## src/rtl/seq_pattern_tx_pkg.sv

```systemverilog
// Shared definitions for the serial pattern transmitter and the detectors it drives:
// FSM state encoding, default frame pattern and a counter-width helper.
package seq_pattern_tx_pkg;

    typedef enum logic [1:0] {
        ST_IDLE = 2'd0,
        ST_SEND = 2'd1,
        ST_GAP  = 2'd2,
        ST_DONE = 2'd3
    } tx_state_e;

    localparam int         DEFAULT_WIDTH   = 4;
    localparam logic [3:0] DEFAULT_PATTERN = 4'b1011;

    // Bits needed to hold values 0..n-1, never less than one.
    function automatic int cnt_w(input int n);
        return (n > 1) ? $clog2(n) : 1;
    endfunction

endpackage

```

## src/rtl/seq_tx_shifter.sv

```systemverilog
// Frame shift register for seq_pattern_tx: keeps the accepted word for repeats,
// shifts it MSB-first and counts down the bit index of the current frame.
module seq_tx_shifter
    import seq_pattern_tx_pkg::*;
#(
    parameter int WIDTH = 4
) (
    input  logic             clk,
    input  logic             reset_n,
    input  logic             load_i,
    input  logic             reload_i,
    input  logic             shift_i,
    input  logic [WIDTH-1:0] din_i,
    output logic             msb_o,
    output logic             next_msb_o,
    output logic             word_msb_o,
    output logic             last_bit_o
);

    localparam int IW = cnt_w(WIDTH);

    logic [WIDTH-1:0] shreg_q, shreg_d;
    logic [WIDTH-1:0] word_q, word_d;
    logic [IW-1:0]    idx_q, idx_d;

    always_comb begin
        shreg_d = shreg_q;
        word_d  = word_q;
        idx_d   = idx_q;
        if (load_i) begin
            shreg_d = din_i;
            word_d  = din_i;
            idx_d   = IW'(WIDTH - 1);
        end else if (reload_i) begin
            shreg_d = word_q;
            idx_d   = IW'(WIDTH - 1);
        end else if (shift_i) begin
            shreg_d = {shreg_q[WIDTH-2:0], 1'b0};
            idx_d   = idx_q - 1'b1;
        end
    end

    always_ff @(posedge clk or negedge reset_n) begin
        if (!reset_n) begin
            shreg_q <= '0;
            word_q  <= '0;
            idx_q   <= '0;
        end else begin
            shreg_q <= shreg_d;
            word_q  <= word_d;
            idx_q   <= idx_d;
        end
    end

    assign msb_o      = shreg_q[WIDTH-1];
    assign next_msb_o = shreg_q[WIDTH-2];
    assign word_msb_o = word_q[WIDTH-1];
    assign last_bit_o = (idx_q == '0);

endmodule

```

## src/rtl/seq_pattern_tx.sv

```systemverilog
// Serial pattern transmitter: accepts a word on a valid/ready handshake and sends it
// MSB-first repeat_cnt+1 times, with GAP idle cycles between frames.
module seq_pattern_tx
    import seq_pattern_tx_pkg::*;
#(
    parameter int               WIDTH   = DEFAULT_WIDTH,
    parameter logic [WIDTH-1:0] PATTERN = WIDTH'(DEFAULT_PATTERN),
    parameter int               RPT_W   = 4,
    parameter int               GAP     = 0
) (
    input  logic             clk,
    input  logic             reset_n,
    input  logic             start_valid,
    output logic             start_ready,
    input  logic [WIDTH-1:0] data_in,
    input  logic             use_default,
    input  logic [RPT_W-1:0] repeat_cnt,
    input  logic             abort,
    output logic             x,
    output logic             x_valid,
    output logic             busy,
    output logic             done
);

    localparam int            GW       = cnt_w(GAP);
    localparam logic [GW-1:0] GAP_LOAD = GW'((GAP > 0) ? GAP - 1 : 0);

    tx_state_e        state_q;
    logic [RPT_W-1:0] reps_left_q;
    logic [GW-1:0]    gap_cnt_q;
    logic             x_q, x_valid_q, busy_q, done_q, start_ready_q;

    logic             hs;
    logic [WIDTH-1:0] load_word;
    logic             sh_msb, sh_next_msb, sh_word_msb, sh_last;
    logic             sh_shift, sh_reload;

    assign hs        = start_valid & start_ready_q;
    assign load_word = use_default ? PATTERN : data_in;
    assign sh_shift  = (state_q == ST_SEND) && !sh_last && !abort;
    assign sh_reload = (state_q == ST_SEND) && sh_last && (reps_left_q != '0) && !abort;

    seq_tx_shifter #(
        .WIDTH(WIDTH)
    ) u_shifter (
        .clk        (clk),
        .reset_n    (reset_n),
        .load_i     (hs),
        .reload_i   (sh_reload),
        .shift_i    (sh_shift),
        .din_i      (load_word),
        .msb_o      (sh_msb),
        .next_msb_o (sh_next_msb),
        .word_msb_o (sh_word_msb),
        .last_bit_o (sh_last)
    );

    // Outputs are registered alongside the state, so x carries next cycle's bit.
    always_ff @(posedge clk or negedge reset_n) begin
        if (!reset_n) begin
            state_q       <= ST_IDLE;
            reps_left_q   <= '0;
            gap_cnt_q     <= '0;
            x_q           <= 1'b0;
            x_valid_q     <= 1'b0;
            busy_q        <= 1'b0;
            done_q        <= 1'b0;
            start_ready_q <= 1'b1;
        end else begin
            done_q <= 1'b0;
            case (state_q)
                ST_IDLE: begin
                    if (hs) begin
                        state_q       <= ST_SEND;
                        reps_left_q   <= repeat_cnt;
                        x_q           <= load_word[WIDTH-1];
                        x_valid_q     <= 1'b1;
                        busy_q        <= 1'b1;
                        start_ready_q <= 1'b0;
                    end
                end
                ST_SEND: begin
                    if (abort) begin
                        state_q       <= ST_IDLE;
                        x_q           <= 1'b0;
                        x_valid_q     <= 1'b0;
                        busy_q        <= 1'b0;
                        start_ready_q <= 1'b1;
                    end else if (!sh_last) begin
                        x_q <= sh_next_msb;
                    end else if (reps_left_q == '0) begin
                        state_q   <= ST_DONE;
                        x_q       <= 1'b0;
                        x_valid_q <= 1'b0;
                        done_q    <= 1'b1;
                    end else begin
                        reps_left_q <= reps_left_q - 1'b1;
                        if (GAP > 0) begin
                            state_q   <= ST_GAP;
                            gap_cnt_q <= GAP_LOAD;
                            x_q       <= 1'b0;
                            x_valid_q <= 1'b0;
                        end else begin
                            x_q <= sh_word_msb;
                        end
                    end
                end
                ST_GAP: begin
                    if (abort) begin
                        state_q       <= ST_IDLE;
                        busy_q        <= 1'b0;
                        start_ready_q <= 1'b1;
                    end else if (gap_cnt_q == '0) begin
                        state_q   <= ST_SEND;
                        x_q       <= sh_msb;
                        x_valid_q <= 1'b1;
                    end else begin
                        gap_cnt_q <= gap_cnt_q - 1'b1;
                    end
                end
                default: begin
                    state_q       <= ST_IDLE;
                    busy_q        <= 1'b0;
                    start_ready_q <= 1'b1;
                end
            endcase
        end
    end

    assign start_ready = start_ready_q;
    assign x           = x_q;
    assign x_valid     = x_valid_q;
    assign busy        = busy_q;
    assign done        = done_q;

endmodule

```

## config.mk

```make
export PLATFORM = sky130hd
export DESIGN_NAME = seq_pattern_tx
export DESIGN_NICKNAME = d
export VERILOG_FILES = /design/src/rtl/seq_pattern_tx_pkg.sv /design/src/rtl/seq_tx_shifter.sv /design/src/rtl/seq_pattern_tx.sv
export SDC_FILE = /design/constraint.sdc
export NUM_CORES = 1
export LEC_CHECK = 0
export CAP_MARGIN = 0
export CORE_MARGIN = 10
export CORE_UTILIZATION = 39
export DETAILED_ROUTE_END_ITERATION = 10
export PLACE_DENSITY = 0.58
export RECOVER_POWER = 50
export SLEW_MARGIN = 10
export SYNTH_ARGS = -nofsm -noshare
export SYNTH_HDL_FRONTEND = slang
export SYNTH_SLANG_ARGS = --single-unit
```

## constraint.sdc

```tcl
create_clock -name clk -period 1.8 [get_ports clk]
set_input_delay 0.45 -clock clk [delete_from_list [all_inputs] [get_ports clk]]
set_output_delay 0.45 -clock clk [all_outputs]
set_load 0.01 [all_outputs]
```

After elaboration in Yosys (flattened, before gate mapping):

Index checks and enable logic that the tools add are counted.

* input bits: 13
* register bits: 22
* memory bits (writable): 0
* memories kept: 0
* bits in latches: 0
* ROM bits: 0
* output and inout port bits: 5

* shifts and indexed selects: 0
* add/sub/neg operators: 3
* bitwise logic cells: 2
* div/mod/pow operators: 0
* equality and inequality tests: 12
* muxes and demuxes: 43
* reduce and logical (&&, ||, !) cells: 21
* multipliers: 0
* magnitude comparators: 0

Operator list (number)
* two-way mux 4 bit: 8
* two-way mux 1 bit: 20
* two-way mux 2 bit: 9
* inequality test 2 bit (second input constant): 6
* one-hot mux 4 bit (2 select lines): 1
* AND reduction 4 bit: 2
* inequality test 3 bit (second input constant): 2
* one-hot mux 1 bit (3 select lines): 2
* one-hot mux 2 bit (3 select lines): 1
* AND reduction 6 bit: 1
* nonzero test 3 bit: 2
* logical AND 1 bit: 5
* AND reduction 5 bit: 1
* zero test 2 bit: 2
* zero test 4 bit: 1
* one-hot mux 1 bit (2 select lines): 2
* AND reduction 2 bit: 2
* nonzero test 4 bit: 1
* subtractor 4 x 1 -> 4 bit (second input constant): 1
* inequality test 3 x 2 -> 1 bit (second input constant): 1
* equality test 2 x 1 -> 1 bit (second input constant): 1
* equality test 2 bit (second input constant): 1
* zero test 1 bit: 2
* inequality test 2 x 1 -> 1 bit (second input constant): 1
* 6 further kinds: 6

Longest topological paths before layout:

Gate-level depths: netlist of run 1.

* word-level depth: 7
* gate-level depth with buffers: 7
* gate-level depth less buffers: 6

Modules after synthesis:

From an unflattened synthesis of run 1, not the netlist that was laid out.

* cells, all modules: 130
* area total of the unflattened synthesis: 1206.2 um^2

By module, submodules not included
* seq_pattern_tx: sequential area each 276.5 um^2, cells an instance 82, times used 1, area each 734.5 um^2
* seq_tx_shifter: sequential area each 250.2 um^2, cells an instance 48, times used 1, area each 471.7 um^2

Worst setup path before layout of run 1:

No wires, ideal clock.

* path kind: reg2reg
* from: reg state_q[1]
* to: reg u_shifter.shreg_q[2]
* arrival time: 1440 ps
* cell stages (with the launch flop): 8
* data required time: 1674 ps
* library setup time: 126 ps
* path slack: 234 ps
* period minus slack after synthesis: 1566 ps
* cells stage by stage: dfrtp_1 inv_1 ha_1 buf_4 and3b_2 nand2_1 a211oi_1 o21ai_1

* cells in the longest elaborated chain, start to end: 6
* elaborated cells between the ends (all ways): 9
* those cells by class: 1 x eq/ne; 2 x mux; 6 x reduce/logical

RTL lines
* start, declared: RTL line seq_pattern_tx.sv:28 `tx_state_e state_q;`
* start signal, assigned: RTL line seq_pattern_tx.sv:61 `state_q <= ST_IDLE;`
* start signal, assigned: RTL line seq_pattern_tx.sv:74 `state_q <= ST_SEND;`
* start signal, assigned: RTL line seq_pattern_tx.sv:84 `state_q <= ST_IDLE;`
* equality test 2 x 1 -> 1 bit *: RTL line seq_pattern_tx.sv:40, seq_pattern_tx.sv:41
* logical AND 1 bit (3 in a row): RTL line seq_pattern_tx.sv:41 `assign sh_reload = (state_q == ST_SEND) && sh_last && (reps_left_q != '0) && !abort;`
* two-way mux 4 bit: RTL line seq_tx_shifter.sv:34 `end else if (reload_i) begin`
* two-way mux 4 bit: RTL line seq_tx_shifter.sv:30 `if (load_i) begin`
* end signal, assigned: RTL line seq_tx_shifter.sv:49 `shreg_q <= shreg_d;`
* end, declared: RTL line seq_tx_shifter.sv:22 `logic [WIDTH-1:0] shreg_q, shreg_d;`

Every way passes the cells marked *; elsewhere a longest branch is shown, timed or not.
A chain may end at the register's enable or synchronous reset.

Worst setup path after layout of run 1:

* from: reg reps_left_q[0]
* to: reg x_q (netlist: x)

* cells in the longest elaborated chain, start to end: 5

RTL lines
* start, declared: RTL line seq_pattern_tx.sv:29 `logic [RPT_W-1:0] reps_left_q;`
* start signal, assigned: RTL line seq_pattern_tx.sv:75 `reps_left_q <= repeat_cnt;`
* start signal, assigned: RTL line seq_pattern_tx.sv:97 `reps_left_q <= reps_left_q - 1'b1;`
* zero test 4 bit: RTL line seq_pattern_tx.sv:91 `end else if (reps_left_q == '0) begin`
* two-way mux 1 bit: RTL line seq_pattern_tx.sv:91
* two-way mux 1 bit: RTL line seq_pattern_tx.sv:89 `end else if (!sh_last) begin`
* two-way mux 1 bit: RTL line seq_pattern_tx.sv:83 `if (abort) begin`
* one-hot mux 1 bit (3 select lines): RTL line seq_pattern_tx.sv:71 `case (state_q)`
* end signal, assigned: RTL line seq_pattern_tx.sv:76 `x_q <= load_word[WIDTH-1];`
* end signal, assigned: RTL line seq_pattern_tx.sv:90 `x_q <= sh_next_msb;`
* end signal, assigned: RTL line seq_pattern_tx.sv:104 `x_q <= sh_word_msb;`
* end, declared: RTL line seq_pattern_tx.sv:31 `logic x_q, x_valid_q, busy_q, done_q, start_ready_q;`

Every way passes these cells.

==> results of run 1 <==
-- where the power goes --
part	switching [µW]	leakage, µW	internal [µW]
clock network	135	0.0000150	86.3
registers	152	0.000249	688
logic	575	0.000397	535
total	862	0.000661	1310
-- kinds of logic (layout without fill, tap and decap cells) --
family          after synthesis  count (layout)  synth area share (%)
compound gates               38              38                  22.4
simple gates                 42              42                  18.9
buf+inv                      14              44                  4.73
fa+ha+maj                     6               6                  6.31
mux                           4               4                  3.37
flops                        21              21                  44.3
-- cells in the mapped netlist, types with 2 or more instances --
cell,instances,area [µm²]
ha_1,6,75.1
nand2b_1,3,18.8
o21ai_1,4,20.0
and2_1,2,12.5
a222oi_1,2,20.0
a21oi_1,3,15.0
a21o_1,2,15.0
nor3_1,5,25.0
clkbuf_1,2,7.51
nor2b_1,2,12.5
nand4_1,2,12.5
mux2i_1,4,40.0
nand2_1,11,41.3
o22ai_1,3,18.8
inv_1,11,41.3
a211oi_2,2,25.0
nor2_1,10,37.5
dfrtp_1,20,500
o21ai_0,12,60.1
-- through the flow --
stage	hold WS (ps)	util [%]	cell area (µm²)	std cells	setup TNS (ps)
floorplan	154	-	1190	125	0
global placement	466	52.1	1470	182	-98.9
detailed placement	474	52.1	1470	182	-371
CTS	468	53.0	1500	186	0
global route	550	53.2	1500	186	0
finish	494	53.2	1500	186	0
-- worst reg2reg max path, cell delays in order, from the launching register on --
cell and delay [ps]:
dfrtp_1 390, inv_1 100, ha_1 220, or3b_4 450
and3_4 200, o32ai_1 150, o21ai_1 90
-- placed cells by master (no fill, tap or decap), drive strengths merged, types with 2 or more instances in the layout --
cell type and instances:
clkbuf 5, buf 11, mux2i 4, and3 2, o22ai 3, dfrtp 20, a21oi 5, a222oi 2
nor2 11, nand4 2, nor2b 2, a21o 2, nand2b 3, o21ai 16, nor3 5, ha 6
a211oi 3, clkdlybuf4s50 15, inv 11, nand2 11, and2 2
-- layout make-up --
class | count | area, µm² | share of cell area (%)
repair buffers | 29 | 255 | 17.0
inverters | 11 | 41.3 | 2.75
well taps | 31 | 38.8 | 2.58
clock buffers | 4 | 26.3 | 1.75
multi-input cells | 90 | 616 | 40.9
flip-flops and latches | 21 | 527 | 35.0
-- worst paths after layout --
path | from | endpoint | slack (ps) | depth (start not counted)
max | reps_left_q[0]$_DFFE_PN0P_ | x$_DFFE_PN0P_ | 120 | 6
min | u_shifter.word_q[3]$_DFFE_PN0P_ | u_shifter.word_q[3]$_DFFE_PN0P_ | 490 | 2
max reg2reg | reps_left_q[0]$_DFFE_PN0P_ | x$_DFFE_PN0P_ | 120 | 6
min reg2reg | u_shifter.word_q[3]$_DFFE_PN0P_ | u_shifter.word_q[3]$_DFFE_PN0P_ | 490 | 2
max in group asynchronous | reset_n | busy$_DFFE_PN0P_ | 310 | 2
min in group asynchronous | reset_n | x_valid$_DFFE_PN0P_ | 800 | 2
-- flip-flops by register name (all words and copies together) (netlist names) --
signal,count
busy,1
x,1
start_ready,1
x_valid,1
u_shifter.idx_q,2
done,1
u_shifter.word_q,4
reps_left_q,4
u_shifter.shreg_q,4
state_q,2
-- metal layers --
metal	routed length (µm)	up-vias	GRT usage, %	part of all wire, %
li1	-	508	-	-
met5	0	-	0	0
met1	1350	468	14.3	48
met3	145	2	3.42	5.1
met2	1320	23	18.2	47
met4	16	0	2.89	0.56
-- repair_timing --
action	CTS	global route
pin swaps	0	1
endpoints found under the setup margin	1	7
gates resized for setup	1	2
==> impl_metrics.py, run 1 <==
metrics = {
    "outcome": {
        "status": "complete, no violations",
    },
    "critical_path": {
        "path_buf_inv": 1,
        "worstPathMaxFanout": 6,
        "required_ps": 2000,
        "worstSetupEndpointType": "register",
        "cp_slowest_cell": "or3b_4",
        "slowest_delay_ps": 450,
        "path_cells": "inv_1, ha_1, or3b_4, and3_4, o32ai_1, o21ai_1",
        "arrival_ps": 1880,
        "critPathKind": "register to register",
        "setup.worst_path.start_class": "register",
        "crit_family": "simple AND/OR/NAND/NOR gates",
    },
    "global_routing": {
        "antenna_found_initial": 0,
        "grt_usage_pct": 11.3,
        "grt_max_degree": 22,
        "grt_pass1_vias": 1051,
        "grt_pass1_wl_um": 4970,
        "grt_overflow_total": 0,
    },
    "sta": {
        "max_clock_freq_ghz": 0.596,
        "maxSlewViolCount": 0,
        "rsz0062_at_grt": "no",
        "finalSetupViolations": 0,
        "worstMarginPinSlew_ps": 1140,
        "fin_ws_ps": 122,
        "slew_headroom_pct": 24.2,
        "period_needed_ps": 1680,
        "hold_viol_final": 0,
        "fin_skew_ps": 14.1,
        "post-route-period-util_pct": 93.2,
    },
    "clocking": {
        "path_clk_slew_ps": 120,
        "cts_tree": "yes",
        "postCtsHoldBufs": 0,
        "cts_buffers": 3,
        "clock_latency_ps": 300,
        "post_cts_buffers": 0,
        "root_buffer": "clkbuf_4",
        "h-tree-depth": 1,
        "cts.sinks": 21,
        "cts_buffer_depth": 2,
    },
    "cells_and_area": {
        "num_antenna_cells": 0,
        "nets": 175,
        "fillCellCount": 268,
        "area_growth_pct": 26.4,
        "drive_above_1_share_pct": 16.8,
    },
    "floorplan": {
        "fp.dieW_um": 75.2,
        "chipHeight_um": 75.2,
        "ios": 18,
        "start_util_pct": 42.1,
        "core_mm2": 0.00283,
        "rows": 19,
        "die_area_mm2": 0.00566,
    },
    "power_and_ir_drop": {
        "power_uw": 2170,
        "power_density_mw_per_mm2": 1440,
        "p_leak_uw": 0.000661,
        "vdd_drop_max_mv": 0.920,
    },
    "drt": {
        "wire_per_inst_um": 15.2,
        "drc_errors": 0,
        "finalWirelength_um": 2830,
        "ant_nets": 0,
        "firstDrtPassIters": 4,
        "drt-initial-drc-count": 62,
        "vias_per_cell": 5.38,
        "vias": 1001,
    },
    "logic_synthesis": {
        "synth_nets": 144,
        "ys_ff_latch": 21,
        "synth_edf_count": 0,
        "syn_area_per_cell_um2": 9.52,
        "yosys_warnings": 0,
        "yosysUniqueCellTypes": 38,
        "yosysSeqAreaShare_pct": 44.3,
        "syn-cell-area_mm2": 0.00119,
        "async_flop_share_pct": 100,
        "syn_inst": 125,
        "synth_ff_type": "dfrtp_1",
    },
    "placement": {
        "dpl_worst_slack_ps": -90.9,
        "hpwl_um": 2240,
        "io_buffers": 17,
        "routabilityCongestion": 0.836,
    },
    "job": {
        "cap_violations": 0,
    },
    "worst_hold_path": {
        "worstHoldPathType": "register to register",
    },
}
Note: power is estimated with default switching activity, not from simulation.
==> run 2: changes to the inputs <==
Settings changed: CELL_PAD_IN_SITES_DETAIL_PLACEMENT set to 1, CELL_PAD_IN_SITES_GLOBAL_PLACEMENT set to 1, PLACE_DENSITY 0.58 to 0.73.
==> run 2 against run 1 <==
Cell count up 0.54%. Sequential cell count unchanged. Via count rose by 6.2%. Die area unchanged. Sequential share of layout area shrank 0.20 points. Combinational power grew 5%. Clock skew decreased by 12 ps. Count of clock-buffer cells in the layout shrank 1. Critical path type unchanged. Largest cell class unchanged. Highest routed layer unchanged.
==> impl_metrics.py, run 2 (synthesis gave the netlist of run 1 again) <==
metrics = {
    "critical_path": {
        "required_ps": 1990,
        "setup.worst_path.start_class": "register",
        "worstPathMaxFanout": 5,
        "worstSetupEndpointType": "register",
        "critPathKind": "register to register",
        "arrival_ps": 1910,
    },
    "drt": {
        "wire_per_inst_um": 17.7,
        "drt-initial-drc-count": 63,
        "ant_nets": 0,
        "drc_errors": 0,
        "vias": 1063,
        "finalWirelength_um": 3320,
        "vias_per_cell": 5.68,
        "firstDrtPassIters": 4,
    },
    "placement": {
        "routabilityCongestion": 0.828,
        "hpwl_um": 2560,
        "place_inst": 181,
        "io_buffers": 17,
    },
    "clocking": {
        "cts_tree": "yes",
        "cts.sinks": 21,
        "root_buffer": "clkbuf_4",
        "cts_buffers": 3,
        "clock_latency_ps": 300,
        "path_clk_slew_ps": 130,
        "h-tree-depth": 1,
        "cts_buffer_depth": 2,
    },
    "cells_and_area": {
        "multi_input_area_um2": 616,
        "top_regs": "reps_left_q: 4 flops, u_shifter.shreg_q: 4 flops, u_shifter.word_q: 4 flops",
        "area_growth_pct": 27.1,
        "num_antenna_cells": 0,
        "drive_above_1_share_pct": 17.9,
        "nets": 176,
        "final-seq-area_um2": 527,
        "mostFrequentLayoutCells": "dfrtp_1, clkdlybuf4s50_1, buf_4",
        "final_cell_count_no_fill": 187,
        "fillCellCount": 336,
        "final_common_cell": "dfrtp_1",
    },
    "global_routing": {
        "grt_pass1_vias": 1170,
        "grt_pass1_wl_um": 5620,
        "antenna_found_initial": 0,
        "grt_max_degree": 22,
        "grt_overflow_total": 0,
        "grt_usage_pct": 12.8,
    },
    "floorplan": {
        "ios": 18,
        "fp.dieW_um": 75.2,
        "start_util_pct": 42.1,
        "die_area_mm2": 0.00566,
        "core_mm2": 0.00283,
        "rows": 19,
        "chipHeight_um": 75.2,
    },
    "sta": {
        "worstMarginPinSlew_ps": 1170,
        "period_needed_ps": 1720,
        "fin_skew_ps": 2.24,
        "max_clock_freq_ghz": 0.583,
        "whs_ps": 501,
        "post-route-period-util_pct": 95.3,
        "maxSlewViolCount": 0,
        "finalSetupViolations": 0,
        "slew_headroom_pct": 22.1,
        "hold_viol_final": 0,
    },
    "power_and_ir_drop": {
        "power_uw": 2250,
        "vdd_drop_max_mv": 0.681,
        "p_leak_uw": 0.000671,
        "power_density_mw_per_mm2": 1490,
    },
    "worst_hold_path": {
        "worstHoldPathType": "register to register",
    },
    "outcome": {
        "status": "complete, no violations",
    },
    "job": {
        "cap_violations": 0,
    },
}
## run 2: cell count changes in the layout (fill, tap and decap cells not counted), sizes merged
cell           delta
dlygate4sd3       +1
buf               +1
clkdlybuf4s50     -1
clkbuf            -1
clkinv            +1
## run 2: worst paths after layout
kind / from / endpoint / slack [ps] / cells after the start
hold reg to reg: x$_DFFE_PN0P_ / x$_DFFE_PN0P_ / 500 / 2
max in group asynchronous: reset_n / done$_DFF_PN0_ / 230 / 2
setup reg to reg: reps_left_q[0]$_DFFE_PN0P_ / state_q[0]$_DFFE_PN0P_ / 80 / 7
hold / removal: x$_DFFE_PN0P_ / x$_DFFE_PN0P_ / 500 / 2
setup / recovery: reps_left_q[0]$_DFFE_PN0P_ / state_q[0]$_DFFE_PN0P_ / 80 / 7
min in group asynchronous: reset_n / state_q[0]$_DFFE_PN0P_ / 880 / 2
## run 2: area by class of cell
class,instances,share of cell area (%)
clock buffer,3,1.49
timing repair buffer,30,17.4
tap,31,2.56
clock inverter,1,0.331
inverter,11,2.73
multi-input combinational,90,40.7
sequential,21,34.8
## run 2: critical path, cell delays in order, from the launching register on
cell and delay, ps:
dfrtp_1 400, inv_1 90, ha_1 210, nor3b_4 320
a21oi_2 120, buf_4 170, o21ai_0 200, o31ai_1 110
## run 2: where the power goes
group / internal [µW] / leakage [µW] / switching, µW
clock: 82.8 / 0.0000177 / 155
combinational: 552 / 0.000404 / 615
sequential: 688 / 0.000249 / 162
total: 1320 / 0.000671 / 932
## run 2: timing repair
action,4_1_cts,5_1_grt
gates resized for setup,2,2
setup endpoints to repair,2,8
cloned,0,0
setup buffers,0,2
hold buffers,0,0
## run 2: per-stage QoR
step                      utilization [%]  setup WS [ps]  TNS [ps]  area (µm²)
after floorplan                         -            234         0        1190
after global placement               51.8          -46.7      -126        1470
after detailed placement             51.8          -97.1      -582        1470
after CTS                            53.0           64.0         0        1500
after global routing                 53.5          -20.1     -54.8        1510
final                                53.5           84.2         0        1510
## run 2: layer usage
layer	share of wire, %	vias up	track usage (%)	wire length (µm)
met1	44	531	15.7	1450
met3	4.1	6	3.29	137
met4	2.2	0	4.33	74
li1	-	507	-	-
met5	0	-	0	0
met2	50	19	21.3	1650
